[src/rtl/mod_adder_pkg.sv]
// mod_adder_pkg: shared width default and sum type for the modular adder
package mod_adder_pkg;
    localparam int MOD_ADDER_DEFAULT_BW = 32;
    typedef logic [MOD_ADDER_DEFAULT_BW:0] modSumT;
endpackage

[src/rtl/mod_adder_pipe_if.sv]
// mod_adder_pipe_if: operand/result bundle of the modular adder
// oErr exists only when MOD_ADDER_RANGE_CHECK_EN is defined
interface mod_adder_pipe_if import mod_adder_pkg::*; #(parameter int BITWIDTH = MOD_ADDER_DEFAULT_BW);
    logic                iEn;
    logic                iClr;
    logic [BITWIDTH-1:0] iData0;
    logic [BITWIDTH-1:0] iData1;
    logic [BITWIDTH-1:0] iQ;
    logic                oValid;
    logic [BITWIDTH-1:0] oData;
`ifdef MOD_ADDER_RANGE_CHECK_EN
    logic                oErr;
    modport master (output iEn, iClr, iData0, iData1, iQ, input oValid, oData, oErr);
    modport slave  (input iEn, iClr, iData0, iData1, iQ, output oValid, oData, oErr);
`else
    modport master (output iEn, iClr, iData0, iData1, iQ, input oValid, oData);
    modport slave  (input iEn, iClr, iData0, iData1, iQ, output oValid, oData);
`endif
endinterface

[src/rtl/mod_reduce_cond_sub.sv]
// mod_reduce_cond_sub: subtract q once if the carried sum reaches it
module mod_reduce_cond_sub #(parameter int BITWIDTH = 32) (
    input  logic [BITWIDTH:0]   sum,
    input  logic [BITWIDTH-1:0] q,
    output logic [BITWIDTH-1:0] res
);
    // low bits of (sum - q) equal the low bits of the full-width difference
    assign res = (sum >= {1'b0, q}) ? sum[BITWIDTH-1:0] - q : sum[BITWIDTH-1:0];
endmodule

[src/rtl/mod_adder_pipe.sv]
// mod_adder_pipe: two-stage pipelined (a + b) mod q with runtime modulus
// optional range-error flag via MOD_ADDER_RANGE_CHECK_EN
module mod_adder_pipe import mod_adder_pkg::*; #(parameter int BITWIDTH = MOD_ADDER_DEFAULT_BW) (
    input logic iClk,
    input logic iRst,
    mod_adder_pipe_if.slave bus
);
    typedef logic [BITWIDTH:0] sumT;
    sumT                 sum1;
    logic [BITWIDTH-1:0] q1;
    logic                v1;
    logic [BITWIDTH-1:0] red;

    always_ff @(posedge iClk) begin
        if (iRst || bus.iClr) begin
            sum1 <= '0;
            q1   <= '0;
            v1   <= 1'b0;
        end else begin
            v1 <= bus.iEn;
            if (bus.iEn) begin
                sum1 <= {1'b0, bus.iData0} + {1'b0, bus.iData1};
                q1   <= bus.iQ;
            end
        end
    end

    mod_reduce_cond_sub #(.BITWIDTH(BITWIDTH)) uReduce (.sum(sum1), .q(q1), .res(red));

    always_ff @(posedge iClk) begin
        if (iRst || bus.iClr) begin
            bus.oValid <= 1'b0;
            bus.oData  <= '0;
        end else begin
            bus.oValid <= v1;
            if (v1) bus.oData <= red;
        end
    end

`ifdef MOD_ADDER_RANGE_CHECK_EN
    logic err1;
    always_ff @(posedge iClk) begin
        if (iRst || bus.iClr) begin
            err1     <= 1'b0;
            bus.oErr <= 1'b0;
        end else begin
            if (bus.iEn) err1 <= (bus.iData0 >= bus.iQ) || (bus.iData1 >= bus.iQ) || (bus.iQ == '0);
            bus.oErr <= v1 && err1;
        end
    end
`endif
endmodule

[src/flat_wrapper.sv]
// flat-port wrapper written by rule: the top's interface ports become plain ports
module mod_adder_pipe_flat import mod_adder_pkg::*;
#(parameter int BITWIDTH = MOD_ADDER_DEFAULT_BW)
  (iClk, iRst, bus_iEn, bus_iClr, bus_iData0, bus_iData1, bus_iQ, bus_oValid, bus_oData);
  mod_adder_pipe_if #(.BITWIDTH(BITWIDTH)) bus_i ();
  input logic iClk;
  input logic iRst;
  input wire logic [$bits(bus_i.iEn)-1:0] bus_iEn;
  input wire logic [$bits(bus_i.iClr)-1:0] bus_iClr;
  input wire logic [$bits(bus_i.iData0)-1:0] bus_iData0;
  input wire logic [$bits(bus_i.iData1)-1:0] bus_iData1;
  input wire logic [$bits(bus_i.iQ)-1:0] bus_iQ;
  output wire logic [$bits(bus_i.oValid)-1:0] bus_oValid;
  output wire logic [$bits(bus_i.oData)-1:0] bus_oData;
  assign bus_i.iEn = bus_iEn;
  assign bus_i.iClr = bus_iClr;
  assign bus_i.iData0 = bus_iData0;
  assign bus_i.iData1 = bus_iData1;
  assign bus_i.iQ = bus_iQ;
  assign bus_oValid = bus_i.oValid;
  assign bus_oData = bus_i.oData;
  mod_adder_pipe #(.BITWIDTH(BITWIDTH)) u_core (.iClk(iClk), .iRst(iRst), .bus(bus_i));
endmodule
[config.mk]
export PLATFORM = sky130hd
export DESIGN_NAME = mod_adder_pipe_flat
export DESIGN_NICKNAME = d
export VERILOG_FILES = /design/src/rtl/mod_adder_pkg.sv /design/src/rtl/mod_adder_pipe_if.sv /design/src/rtl/mod_reduce_cond_sub.sv /design/src/rtl/mod_adder_pipe.sv /design/src/flat_wrapper.sv
export SDC_FILE = /design/constraint.sdc
export NUM_CORES = 1
export LEC_CHECK = 0
export CORE_MARGIN = 4
export CORE_UTILIZATION = 30
export DETAILED_ROUTE_END_ITERATION = 8
export HOLD_SLACK_MARGIN = 0.08
export PLACE_DENSITY = 0.6
export SLEW_MARGIN = 20
export SYNTH_ARGS = -nofsm -noshare
export SYNTH_HDL_FRONTEND = slang
export SYNTH_SLANG_ARGS = --single-unit
[constraint.sdc]
create_clock -name iClk -period 5 [get_ports iClk]
set_clock_uncertainty 0.1 [all_clocks]
set_input_delay 0.75 -clock iClk [delete_from_list [all_inputs] [get_ports iClk]]
set_output_delay 0.75 -clock iClk [all_outputs]
set_load 0.05 [all_outputs]
==> flow_summary.toml, run 1 <==
[outcome]
status = "completed"

[yosys]
synth-seq-cells = 99
avgSynthCellArea_um2 = 8.47
synth_cell_types = 70
synth_xor_area_share_pct = 6.67
synthTopCellsByArea = "dfxtp_1 (28%), mux2i_1 (12%), ha_1 (11%)"
synthSimpleGateAreaFrac_pct = 13.0
yosysTopAreaCell = "dfxtp_1"
synthAdderAreaFrac_pct = 11.9
synth.yosys.seq_area_share_pct = 28.0
yosys_warnings = 0
synth_compound_area_share_pct = 23.1
synth_top_area_share_pct = 28.0
muxShareOfSynthArea_pct = 11.6
synth_flop_cell = "dfxtp_1"
synth_nets = 1003
ys_top_cells_by_count = "dfxtp_1 (99), mux2i_1 (82), nor2_1 (81)"
synth_edf_count = 0
syn_area_um2 = 7090
synth_cells = 837
ys_async_sr_fraction_pct = 0
synth_top_family_by_area = "compound AO/OA/AOI/OAI gates"
yosysMostFrequentCell = "dfxtp_1"

[flow_run]
cap_violations = 0

[detailed_routing]
drt-initial-drc-count = 413
via_per_inst = 4.90
post-route-drc-count = 0
via_count = 6191
wl_met1_mm = 9.56
top_layer = "met5"
met2_length_mm = 7.96
wl_met3_um = 938
wl_mm = 18.7
wl_per_cell_um = 14.8
first_pass_iters = 4
ant_nets = 0

[timing]
slew_viol_final = 0
max_freq_mhz = 282
final.setup.worst_slack_ns = 1.45
period_share_pct = 71.0
worst_pin_slew_ns = 1.09
finalSetupViolations = 0
rsz0062_at_grt = "false"
slew_headroom_pct = 27.3
timing.hold.ws_ns = 0.390
final_hold_viol_count = 0
period_needed_ns = 3.55
fin_setup_tns_ns = 0

[clock_network]
postCtsSetupRepairBufs = 0
clk_latency_ns = 0.35
cts_max_path_buffers = 2
cts_root_buf = "clkbuf_16"
numCtsBuffers = 9
clkSinkCount = 99
h-tree-depth = 3
ctsResizeCount = 0
cts_tree = "built"
cts_hold_buf = 0
clkTransAtPathRegs_ns = 0.07

[setup_path]
reg2reg_slack_ns = 1.55
crit_chain = "clkdlybuf4s50_1 > ha_1 > fa_1 > a211o_1 > a211oi_1 > o221a_2 > a22oi_4 > a31o_2 > a211oi_2 > xnor2_1 > mux2i_1 > nor2_1"
critPathRequiredTime_ns = 5.19
crit_path_end_kind = "register"
start_kind = "input pin"
rr_startpoint = "u_core.q1[1]"
cpLargestDelayFamily = "compound AO/OA/AOI/OAI gates"
reg2reg_depth = 12
path_buf_inv = 1
slowest_delay_ns = 0.43
crit_type = "input pin to register"
r2r-end = "u_core.bus.oData[3]"
cp_max_fo = 4
worst_ep_arrival_time_ns = 3.73
critPathSlowestCell = "fa_1"

[cells_and_area]
final_area_um2 = 8890
fill_cells = 2337
multi_input_area_um2 = 4700
stdcell_count = 1264
area.growth.synth_to_final_pct = 25.4
drive_above_1_share_pct = 4.10
seq_area_um2 = 1980
n_antenna_cell = 0
fin_nets = 1112

[power]
power_leakage_nw = 3.87
p_per_area_nw_per_um2 = 279
ir_worst_vdd_mv = 0.146

[die]
start_util_pct = 30.9
core-area_um2 = 22900
die_h_um = 162
row_count = 55
dieArea_um2 = 26200
die_x_um = 162
ios = 133

[global_routing]
grt_pass1_wl_mm = 29.8
antenna_found_initial = 1
grt_overflow_total = 0
grtUsageTotal_pct = 13.9
grt_pass1_vias = 5794
grt_max_degree = 75

[place]
portBuffers = 132
pre_cts_ws_ns = 1.09
dpl.cell_count = 1248
routabilityCongestion = 0.862
placed_area_um2 = 8610
dp_hpwl_mm = 14.9

[min_path]
holdPathStages = 2
hold_class = "register to register"
holdCritStartpoint = "u_core.bus.oData[2]"
whs_endpoint = "u_core.bus.oData[2]"
-- how the worst max path moves through the flow --
stage | from | to | slack, ns | cells after the start
6_report | bus_iData1[0] | u_core.sum1[30] | 1.45 | 12
4_1_cts | bus_iData1[0] | u_core.sum1[30] | 1.45 | 12
2_1_floorplan | bus_iData1[0] | u_core.sum1[30] | 1.75 | 11
5_1_grt | u_core.q1[26] | u_core.bus.oData[3] | 1.24 | 12
3_5_place_dp | bus_iData1[0] | u_core.sum1[30] | 1.09 | 12
3_3_place_gp | bus_iData1[0] | u_core.sum1[30] | 1.09 | 12
-- routing by layer --
layer | GRT usage (%) | vias up
li1 | - | 3247
met1 | 20.1 | 2788
met2 | 21.4 | 141
met3 | 2.66 | 13
met4 | 3.11 | 2
met5 | 0 | -
-- logic make-up after synthesis --
logic type,count (synthesis)
AO/OA/AOI/OAI,250
AND/OR/NAND/NOR,196
XOR/XNOR,54
flip-flops,99
adder cells (fa/ha/maj),66
buffers and inverters,90
multiplexers,82
-- final cells by class --
| class | instances | share of cell area (%) |
|---|---|---|
| Clock buffer | 9 | 2.53 |
| Timing Repair Buffer | 135 | 15.1 |
| Inverter | 53 | 2.24 |
| Multi-Input combinational cell | 648 | 52.8 |
| Sequential cell | 99 | 22.3 |
| Tap cell | 313 | 4.40 |
| Clock inverter | 7 | 0.647 |
-- where the power goes --
| group | internal, mW | switching, mW |
|---|---|---|
| Sequential | 0.819 | 0.0311 |
| Clock | 0.345 | 0.320 |
| Combinational | 0.449 | 0.517 |
| Total | 1.61 | 0.868 |
-- cell usage in the layout, fill, tap and decap left out, drive strengths merged, types with 5 or more instances in the layout --
master,synthesis,layout
o21a,6,6
clkbuf,24,9
xor2,21,21
and3,9,9
nor3,7,7
nand3,20,20
o21bai,9,9
o31ai,5,5
o21ai,57,57
mux2i,82,82
nor2,81,81
clkdlybuf4s50,0,131
nand4,7,7
a21o,44,44
a211oi,15,15
a21oi,72,72
nor2b,5,5
inv,53,56
nand3b,8,8
xnor2,33,33
nand2,40,40
a31oi,9,9
ha,64,64
dfxtp,99,99
-- metrics by stage --
| step | power (mW) | utilization [%] |
|---|---|---|
| after floorplan | 1.60 | - |
| after CTS | 2.51 | 38.8 |
| after global placement | 1.83 | 37.6 |
| final | 2.48 | 38.8 |
| after detailed placement | 1.83 | 37.6 |
| after global routing | 2.64 | 38.8 |
-- worst register-to-register path: stages (launching register included) --
cell	delay, ns
dfxtp_1	0.34
inv_1	0.08
ha_1	0.30
nor2b_1	0.13
o21ai_0	0.11
a21oi_1	0.27
o21a_2	0.21
nor3_2	0.08
o41a_4	0.49
o21ai_4	0.29
buf_4	0.47
mux2i_1	0.34
a21oi_1	0.10
-- registers in the layout, indices dropped and copies added (netlist names) --
| signal | flops |
|---|---|
| u_core.sum1 | 33 |
| u_core.bus.oData | 32 |
| u_core.q1 | 32 |
| u_core.bus.oValid | 1 |
| u_core.v1 | 1 |
No activity file was read; power rests on OpenSTA's default activity.
==> run 2: changes to the inputs <==
Settings changed: PLACE_DENSITY 0.6 to 0.62.
Clock period 5 ns to 2.8 ns, I/O delays scaled along.
==> run 2 against run 1 <==
The run now ends with setup timing left. First-iteration DRC count up 25%. Wire length is 15% higher. Final cell count grew 12%. Largest cell class unchanged. Sequential share of layout area is 3.5 points lower.
==> flow_summary.toml, run 2 (synthesized netlist as in run 1, its figures left out) <==
[setup_path]
crit_chain = "inv_2 > ha_4 > inv_1 > fa_2 > a21oi_2 > o21bai_2 > a211oi_2 > o21ai_2 > o21ai_1 > buf_4 > o21ai_0 > xor2_1 > mux2i_2 > a21oi_1"
worst_ep_arrival_time_ns = 2.93
critPathSlowestCell = "fa_2"
start_kind = "register"
reg2reg_slack_ns = -0.0009
cp_max_fo = 4
path_buf_inv = 3
r2r-end = "u_core.bus.oData[24]"
crit_cells = 14
rr_startpoint = "u_core.sum1[0]"
reg2reg_depth = 14
cpLargestDelayFamily = "compound AO/OA/AOI/OAI gates"
slowest_delay_ns = 0.41
critPathRequiredTime_ns = 2.93
crit_path_end_kind = "register"
crit_type = "register to register"

[cells_and_area]
layout_commonest_cell = "buf_4"
n_antenna_cell = 0
drive_above_1_share_pct = 25.3
layout_common_cells = "buf_4 (141), clkdlybuf4s50_1 (112), dfxtp_1 (82), mux2i_1 (76), nor2_1 (76)"
regMostFlops = "u_core.sum1"
top_regs = "u_core.sum1 (33), u_core.bus.oData (32), u_core.q1 (32)"
fin_nets = 1259
largest_register_ffs = 33
final_area_um2 = 10700
area.growth.synth_to_final_pct = 50.4
final_util_pct = 46.5

[min_path]
holdCritStartpoint = "u_core.q1[7]"
whs_endpoint = "u_core.q1[7]"
holdPathStages = 2
hold_class = "register to register"

[timing]
rsz0062_at_grt = "true"
final_hold_viol_count = 0
finalSetupViolations = 1
period_share_pct = 100
max_freq_mhz = 357
slew_viol_final = 0
period_needed_ns = 2.80
worst_pin_slew_ns = 0.655
final.setup.worst_slack_ns = -0.000909
slew_headroom_pct = 56.3
fin_setup_tns_ns = -0.000909

[detailed_routing]
drt-initial-drc-count = 515
first_pass_iters = 6
post-route-drc-count = 0
wl_per_cell_um = 15.3
wl_mm = 21.6
via_count = 6825
via_per_inst = 4.84
ant_nets = 0

[clock_network]
cts_tree = "built"
cts_root_buf = "clkbuf_16"
clkSinkCount = 99
clk_latency_ns = 0.35
h-tree-depth = 3
numCtsBuffers = 9
clkTransAtPathRegs_ns = 0.08
cts_max_path_buffers = 2
cts_hold_buf = 0

[flow_run]
cap_violations = 0

[power]
power_leakage_nw = 4.82
fin_total_pwr_mw = 5.17
p_per_area_nw_per_um2 = 484
ir_worst_vdd_mv = 0.262

[die]
start_util_pct = 30.9
core-area_um2 = 22900
row_count = 55
die_h_um = 162
die_x_um = 162
ios = 133
dieArea_um2 = 26200

[global_routing]
antenna_found_initial = 0
grtUsageTotal_pct = 15.7
grt_pass1_wl_mm = 33.7
grt_pass1_vias = 6647
grt_overflow_total = 0
grt_max_degree = 46

[place]
pre_cts_ws_ns = -0.558
routabilityCongestion = 0.918
placed_area_um2 = 9640
dp_hpwl_mm = 16.8
portBuffers = 132

[outcome]
violations = "setup timing"
status = "complete, but fails checks"
==> run 2: cell count changes in the layout (fill, tap and decap cells not counted), sizes merged <==
cell	change
clkbuf	+1
clkdlybuf4s15	+1
dlygate4sd2	+2
dlymetal6s2s	+15
clkinvlp	+1
buf	+148
clkinv	-3
clkdlybuf4s50	-19
inv	+1
==> run 2: report_power, final <==
| group | switching (mW) | internal [mW] |
|---|---|---|
| combinational | 1.14 | 1.26 |
| sequential | 0.0502 | 1.46 |
| clock | 0.599 | 0.649 |
| total | 1.79 | 3.38 |
==> run 2: worst max-delay path by stage <==
stage,from,endpoint,slack (ns)
floorplan,bus_iData1[0],u_core.sum1[30],-0.01
global placement,bus_iData1[0],u_core.sum1[30],-0.56
detailed placement,bus_iData1[0],u_core.sum1[30],-0.56
CTS,u_core.q1[26],u_core.bus.oData[30],-0.03
global route,u_core.q1[7],u_core.bus.oData[1],-0.12
finish,u_core.sum1[0],u_core.bus.oData[24],-0.0009
==> run 2: worst reg2reg max path: cells and delay by family, from the launching register on <==
kind / cells / cell delay, ns
buf+inv: 3 / 0.30
mux: 1 / 0.20
flops: 1 / 0.33
xor+xnor: 1 / 0.17
compound gates: 7 / 1.05
fa+ha+maj: 2 / 0.54
==> run 2: stage by stage <==
stage	hold slack (ns)	std cells
final	0.390	1411
after global routing	0.409	1411
after CTS	0.390	1406
after detailed placement	0.383	1378
after global placement	0.375	1378
after floorplan	0.360	837
==> run 2: routing by layer <==
metal / global-route usage [%] / share of wire, %
met1: 22.8 / 50
met2: 24.3 / 43
met3: 2.56 / 5.6
met4: 4.31 / 1.6
met5: 0 / 0
==> run 2: what timing repair did <==
item | in CTS | in global routing
buffers inserted | 10 | 7
pin swaps | 21 | 39
hold endpoints to repair | 0 | 0
cloned | 2 | 0
gates resized for setup | 45 | 91
setup endpoints to repair | 39 | 46
==> run 2: layout make-up <==
class / instances / area [µm²]
Clock buffer: 10 / 239
Clock inverter: 6 / 56.3
Fill cell: 2216 / 12300
Inverter: 53 / 199
Multi-Input combinational cell: 648 / 5210
Sequential cell: 99 / 2000
Tap cell: 313 / 392
Timing Repair Buffer: 282 / 2560
